$ cat src/rtl/key_debouncer_pkg.sv
// key_debouncer_pkg
//   Shared constants and the per-channel state encoding for the key debouncer.
//   KEY_IDLE_LEVEL : level of a released (idle) key. The board keys are active-low.
//   db_state_e     : per-channel debounce state (DB_STABLE, DB_COUNTING).
package key_debouncer_pkg;

  localparam logic KEY_IDLE_LEVEL = 1'b1;

  typedef enum logic {
    DB_STABLE   = 1'b0,
    DB_COUNTING = 1'b1
  } db_state_e;

endpackage

$ cat src/rtl/key_debouncer_cell.sv
// key_debouncer_cell
//   One key channel: a 2-flop synchronizer followed by a stability counter.
//   key_clean only changes after the synchronized level has held a new value
//   for DEBOUNCE_CYCLES consecutive clocks.
//   Optional feature macro: KEY_DEBOUNCE_PULSE_EN adds the key_fall press pulse.
// Ports
//   clk       : main clock
//   reset     : synchronous, active-high reset
//   key_raw   : raw asynchronous key level, active-low
//   key_clean : debounced, synchronized level, same polarity as key_raw
//   key_fall  : (KEY_DEBOUNCE_PULSE_EN only) 1-cycle pulse after key_clean goes 1->0
module key_debouncer_cell
  import key_debouncer_pkg::*;
#(
  parameter int DEBOUNCE_CYCLES = 1000000
) (
  input  logic clk,
  input  logic reset,
  input  logic key_raw,
  output logic key_clean
`ifdef KEY_DEBOUNCE_PULSE_EN
  ,
  output logic key_fall
`endif
);

  localparam int CNT_WIDTH = $clog2(DEBOUNCE_CYCLES + 1);
  localparam logic [CNT_WIDTH-1:0] CNT_LAST = CNT_WIDTH'(DEBOUNCE_CYCLES - 1);
  localparam logic [CNT_WIDTH-1:0] CNT_ONE  = CNT_WIDTH'(1);

  logic                 s1;
  logic                 s2;
  logic [CNT_WIDTH-1:0] cnt;
  db_state_e            state;
  logic                 differs;
  logic                 accept;

  // The counter is always zero in DB_STABLE, so one comparison covers both
  // states: in DB_STABLE it only matches when DEBOUNCE_CYCLES == 1, which lets
  // the very first differing sample be accepted immediately.
  assign differs = (s2 != key_clean);
  assign accept  = differs && (cnt == CNT_LAST);

  always_ff @(posedge clk) begin
    if (reset) begin
      s1        <= KEY_IDLE_LEVEL;
      s2        <= KEY_IDLE_LEVEL;
      key_clean <= KEY_IDLE_LEVEL;
      cnt       <= '0;
      state     <= DB_STABLE;
    end else begin
      s1 <= key_raw;
      s2 <= s1;
      case (state)
        DB_STABLE: begin
          if (accept) begin
            key_clean <= s2;
          end else if (differs) begin
            state <= DB_COUNTING;
            cnt   <= CNT_ONE;
          end
        end
        DB_COUNTING: begin
          if (!differs) begin
            state <= DB_STABLE;
            cnt   <= '0;
          end else if (accept) begin
            key_clean <= s2;
            cnt       <= '0;
            state     <= DB_STABLE;
          end else begin
            cnt <= cnt + CNT_ONE;
          end
        end
      endcase
    end
  end

`ifdef KEY_DEBOUNCE_PULSE_EN
  // Pulse in the cycle after a press (idle -> active) is accepted.
  always_ff @(posedge clk) begin
    if (reset) begin
      key_fall <= 1'b0;
    end else begin
      key_fall <= accept && (s2 != KEY_IDLE_LEVEL);
    end
  end
`endif

endmodule

$ cat src/rtl/key_debouncer.sv
// key_debouncer
//   Array of NUM_KEYS independent debounce channels for the board push-buttons.
//   Feeds the per-key oneshot edge detectors with clean levels.
//   Optional feature macro: KEY_DEBOUNCE_PULSE_EN adds the key_fall output.
// Ports
//   clk       : main clock (CLOCK_50 domain)
//   reset     : synchronous, active-high reset
//   key_raw   : raw asynchronous key levels, active-low
//   key_clean : debounced, synchronized levels, same polarity as key_raw
//   key_fall  : (KEY_DEBOUNCE_PULSE_EN only) 1-cycle pulse per debounced press
module key_debouncer
  import key_debouncer_pkg::*;
#(
  parameter int NUM_KEYS        = 4,
  parameter int DEBOUNCE_CYCLES = 1000000
) (
  input  logic                clk,
  input  logic                reset,
  input  logic [NUM_KEYS-1:0] key_raw,
  output logic [NUM_KEYS-1:0] key_clean
`ifdef KEY_DEBOUNCE_PULSE_EN
  ,
  output logic [NUM_KEYS-1:0] key_fall
`endif
);

  for (genvar i = 0; i < NUM_KEYS; i++) begin : g_key
    key_debouncer_cell #(
      .DEBOUNCE_CYCLES(DEBOUNCE_CYCLES)
    ) u_cell (
      .clk      (clk),
      .reset    (reset),
      .key_raw  (key_raw[i]),
      .key_clean(key_clean[i])
`ifdef KEY_DEBOUNCE_PULSE_EN
      ,
      .key_fall (key_fall[i])
`endif
    );
  end

endmodule
$ cat config.mk
export PLATFORM = sky130hd
export DESIGN_NAME = key_debouncer
export DESIGN_NICKNAME = d
export VERILOG_FILES = /design/src/rtl/key_debouncer_pkg.sv /design/src/rtl/key_debouncer_cell.sv /design/src/rtl/key_debouncer.sv
export SDC_FILE = /design/constraint.sdc
export NUM_CORES = 1
export LEC_CHECK = 0
export ABC_AREA = 0
export BUFFER_PORTS_ARGS = -buffer_cell sky130_fd_sc_hd__buf_2
export CORE_UTILIZATION = 50
export DETAILED_ROUTE_END_ITERATION = 6
export MAX_ROUTING_LAYER = met4
export PLACE_DENSITY_LB_ADDON = 0.15
export SLEW_MARGIN = 15
export SYNTH_ARGS = -nofsm -noshare
export SYNTH_HDL_FRONTEND = slang
export SYNTH_SLANG_ARGS = --single-unit
$ cat constraint.sdc
create_clock -name clk -period 2.8 [get_ports clk]
set_input_delay 0.42 -clock clk [delete_from_list [all_inputs] [get_ports clk]]
set_output_delay 0.42 -clock clk [all_outputs]
set_load 0.02 [all_outputs]
## Word-level counts from Yosys, hierarchy flattened

Index checks and enable logic that the tools add are counted.

- Register bits after elaboration: 96
- Latch bits: 0
- RAM bits: 0
- Memory bits (read-only): 0
- Input port bits: 6
- Output and inout port bits: 4
- Word-level logic and storage cells: 108
- Memories: 0

- Add/subtract/negate cells: 4
- $mul: 0
- Div/mod/pow operators: 0
- Magnitude comparators: 0
- Eq/ne operators: 20
- Shift-type cells: 0
- Multiplexer cells: 52
- Bitwise operators: 4
- Reductions and logical operators: 8

Operators with widths:

| kind | number |
|---|---|
| two-way mux 20 bit | 16 |
| one-hot mux 20 bit (2 select lines) | 4 |
| adder 20 x 1 -> 20 bit, second input constant | 4 |
| == test 20 bit, second input constant | 4 |
| two-way mux 1 bit | 24 |
| inequality test 2 bit, second input constant | 8 |
| one-hot mux 1 bit (2 select lines) | 8 |
| inequality test 2 x 1 -> 1 bit, second input constant | 4 |
| AND reduction 2 bit | 4 |
| logical AND 1 bit | 4 |
| inequality test 1 bit | 4 |
| NOT 1 bit | 4 |

## Longest topological paths before layout

- Word-level depth: 5
- Gate-level depth with buffers: 8
- Mapped depth without buffers: 6

## Modules after synthesis

A second synthesis with hierarchy kept.

- Cell total of the unflattened synthesis: 564
- Area total of the unflattened synthesis: 4,984.8 um^2

Modules (own cells, without submodules):

| module | instances | cells each | area each (um^2) |
|---|---|---|---|
| key_debouncer_cell | 4 | 141 | 1,246.2 |

## Least setup slack after synthesis

OpenSTA, ideal clock, no wires.

- Kind: register to register
- From: reg g_key[0].u_cell.cnt[8]
- To: reg g_key[0].u_cell.cnt[10]
- Arrival time: 2,058 ps
- Required time: 2,685 ps
- Setup slack: 627 ps
- Cell stages (with the launch flop): 7
- Path buffers: 1
- Period minus slack after synthesis: 2,173 ps
- Cells stage by stage: dfxtp_1 -> or4b_1 -> or4_4 -> o31a_4 -> mux2i_4 -> buf_6 -> nor2_1

- Cells in the longest elaborated chain, start to end: 5
- Elaborated cells between the ends (all ways): 8

Ends and longest elaborated chain:

| item | line | text |
|---|---|---|
| start, declared | key_debouncer_cell.sv:33 | `logic [CNT_WIDTH-1:0] cnt;` |
| start signal, assigned | key_debouncer_cell.sv:72 | `cnt <= cnt + CNT_ONE;` |
| branches (longest 5 deep; another with adder 20 x 1 -> 20 bit) | -- |  |

Several ways; the timed one is not identified.
A chain may end at the register's enable or synchronous reset.

## Worst setup path in the final report

- From: reg g_key[0].u_cell.cnt[8]
- To: reg g_key[0].u_cell.cnt[9]

The elaborated chain is that of the path after synthesis.

==> results.cfg <==
[worst_setup_path]
reg2reg_to = g_key[0].u_cell.cnt[9]$_SDFFE_PP0P_
cp.required_ns = 3.03
end_kind = register
path_class = reg -> reg
timing.reg2reg.setup_slack_ns = 0.44
worstPathMaxFanout = 12
cp_data_arrival_time_ns = 2.59
startpoint_type = register
r2r-start = g_key[0].u_cell.cnt[8]$_SDFFE_PP0P_
reg2regPathDepth = 5

[clock_network]
post_cts_resized = 0
cts_setup_buffers = 0
clkSinkCount = 96
cts_tree = built
htree_num_levels = 3
numCtsBuffers = 9
insertion_delay_ns = 0.35
cts.clk_slew.worst_paths_ns = 0.10
root_buffer = clkbuf_8
ctsHoldBuffers = 0
clockBufferDepth = 2

[cells_and_area]
fillCellCount = 832
antenna_cells = 0
areaGrowthSynthToFinish_pct = 8.17
fin_util_pct = 56.3
final_area_um2 = 4950
drive_gt1_share_pct = 10.4
finalNetCount = 570
final_cells = 673

[synth]
yosysSeqAreaShare_pct = 42.0
ys_seq_elements = 96
yosys_warnings = 0
syn-cell-area_um2 = 4580
synthCells = 551
synth_fp_nets = 561
avgSynthCellArea_um2 = 8.31
synth_cell_types = 48
synth-async-reset-ratio_pct = 0
synth_edf_count = 0
synth_top_flop_cell = dfxtp_1
yosys-top-cells-area = dfxtp_1, xor2_1, nor2_1
synth_top_area_share_pct = 42.0
synth_top_area_cell = dfxtp_1

[worst_hold_path]
hold_path_end = g_key[0].u_cell.s1$_SDFF_PP1_
hold_depth = 2
hp-class = in -> reg
min_from = key_raw[0]

[global_route]
grt_pass1_wl_um = 15500
grt_start_max_net_pins = 26
grt_pass1_vias = 3534
grt_use_total_pct = 20.0
grt_overflow_total = 0
antenna_found_initial = 0

[routing]
via_per_inst = 5.49
drtIter0Drc = 81
ant_nets = 0
drc_errors = 0
first_pass_iters = 4
via_count = 3694
wl_per_cell_um = 12.9
wl_um = 8710

[floorplanning]
die_h_um = 97.7
start_util_pct = 52.0
die_x_um = 97.7
num_rows = 34
design.die.area_um2 = 9550
core_um2 = 8810
pin_count = 10

[placed_design]
port_buffers = 9
globalplace.congestion = 0.818
place.detailed.hpwl_um = 6110
placed_area_um2 = 4730
dp_cells = 657

[pwr]
p_leak_nw = 1.64
p_per_area_nw_per_um2 = 497
seqPwrFrac_pct = 56.1
power.switching_uw = 553
power_frac_clock_pct = 40.6
p_sw_share_pct = 22.4
ir_drop_v = 0.000213
internal-power_mw = 1.91
pwr-share-comb_pct = 3.3

[sta]
setup_violations = 0
hold-worst-slack_ns = 0.243
max_freq_mhz = 425
fin_crit_ns = 2.36
clock_skew_ns = 0.00887
finalCritPeriodShare_pct = 84.1
worst_pin_slew_ns = 0.703
slew_violations = 0
relSlewSlack_pct = 52.8
rsz0062_at_grt = no
finalSetupTns_ns = 0
hold_viol = 0

[outcome]
status = completed

[run]
drv_cap = 0
layer usage:
layer	wire, um	vias to the layer above	global-route usage (%)	part of all wire [%]
met5	0	-	-	0
met4	102	0	7.34	1.2
met3	183	13	3.24	2.1
met2	4020	28	32.1	46
met1	4410	1728	25.5	51
li1	-	1925	-	-
cell usage in the layout, fill, tap and decap left out, types with 10 or more instances in the layout:
| cell type | count |
|---|---|
| xor2_1 | 43 |
| xnor2_1 | 16 |
| nand2_1 | 54 |
| or2_2 | 11 |
| and3_1 | 10 |
| a21oi_1 | 11 |
| nor3_1 | 19 |
| buf_4 | 10 |
| nand3_1 | 47 |
| dfxtp_1 | 96 |
| nor2_1 | 93 |
| nand4_1 | 24 |
power by group through the flow:
stage | Clock, mW | Combinational [mW] | Sequential, mW
2_1_floorplan | 0 | 0.0599 | 1.41
3_3_place_gp | 0 | 0.0806 | 1.41
3_5_place_dp | 0 | 0.0824 | 1.41
4_1_cts | 1.02 | 0.0826 | 1.38
5_1_grt | 1.08 | 0.0919 | 1.38
6_report | 1.00 | 0.0817 | 1.38
worst max path at each step:
stage	startpoint	to	slack, ns	cells after the start
after floorplan	g_key[0].u_cell.cnt[8]$_SDFFE_PP0P_	g_key[0].u_cell.cnt[10]$_SDFFE_PP0P_	0.63	6
after global placement	g_key[0].u_cell.cnt[8]$_SDFFE_PP0P_	g_key[0].u_cell.cnt[15]$_SDFFE_PP0P_	0.51	5
after detailed placement	g_key[0].u_cell.cnt[8]$_SDFFE_PP0P_	g_key[0].u_cell.cnt[19]$_SDFFE_PP0P_	0.43	5
after CTS	g_key[0].u_cell.cnt[8]$_SDFFE_PP0P_	g_key[0].u_cell.cnt[9]$_SDFFE_PP0P_	0.44	5
after global routing	g_key[0].u_cell.cnt[8]$_SDFFE_PP0P_	g_key[0].u_cell.cnt[10]$_SDFFE_PP0P_	0.35	5
final	g_key[0].u_cell.cnt[8]$_SDFFE_PP0P_	g_key[0].u_cell.cnt[9]$_SDFFE_PP0P_	0.44	5
cell families (layout without fill, tap and decap cells):
family	Yosys count	after routing	share of synthesized area, %
compound gates	45	45	6.64
xor+xnor	59	59	11.3
fa+ha+maj	4	4	1.09
buf+inv	31	45	3.03
flops	96	96	42.0
mux	13	13	3.22
simple gates	303	303	32.8
per-stage QoR:
stage          worst slack [ns]  total power, mW
3_5_place_dp              0.432             1.50
5_1_grt                   0.345             2.55
2_1_floorplan             0.627             1.47
4_1_cts                   0.440             2.49
3_3_place_gp              0.506             1.49
6_report                  0.445             2.46
registers in the layout, indices dropped and copies added, names as in the netlist:
name                    flops
g_key.u_cell.state          4
g_key.u_cell.cnt           80
g_key.u_cell.s2             4
g_key.u_cell.key_clean      4
g_key.u_cell.s1             4
cells in the mapped netlist, drive strengths merged, types with 3 or more instances:
library cell   n
o211ai         3
o21ai         11
nor4b          5
inv            9
nor2b          8
nand2         54
or3b           3
mux2           4
or3            6
buf            5
xor2          43
a21oi         11
nand4         24
and3          10
o31ai          3
a31oi          9
clkbuf        16
xnor2         16
or4            3
nor3          19
and4           4
or2           11
nor4           5
dfxtp         96
mux2i          9
ha             4
nor2          93
nand3         47
worst max-delay path: stages, from the launching register on:
cell     delay, ns
dfxtp_1       0.36
or4b_1        0.52
or4_4         0.56
o31a_4        0.34
mux2i_4       0.36
nor2_1        0.10
layout make-up:
type                    count  area, um^2  area share (%)
multi-input cells         424        2520            50.9
flip-flops and latches     96        1920            38.8
well taps                 108         135            2.73
clock buffers              10         128            2.58
repair buffers             19         120            2.42
clock inverters             6        92.6            1.87
inverters                  10        37.5           0.758
Power figures use the tool's default switching activity.
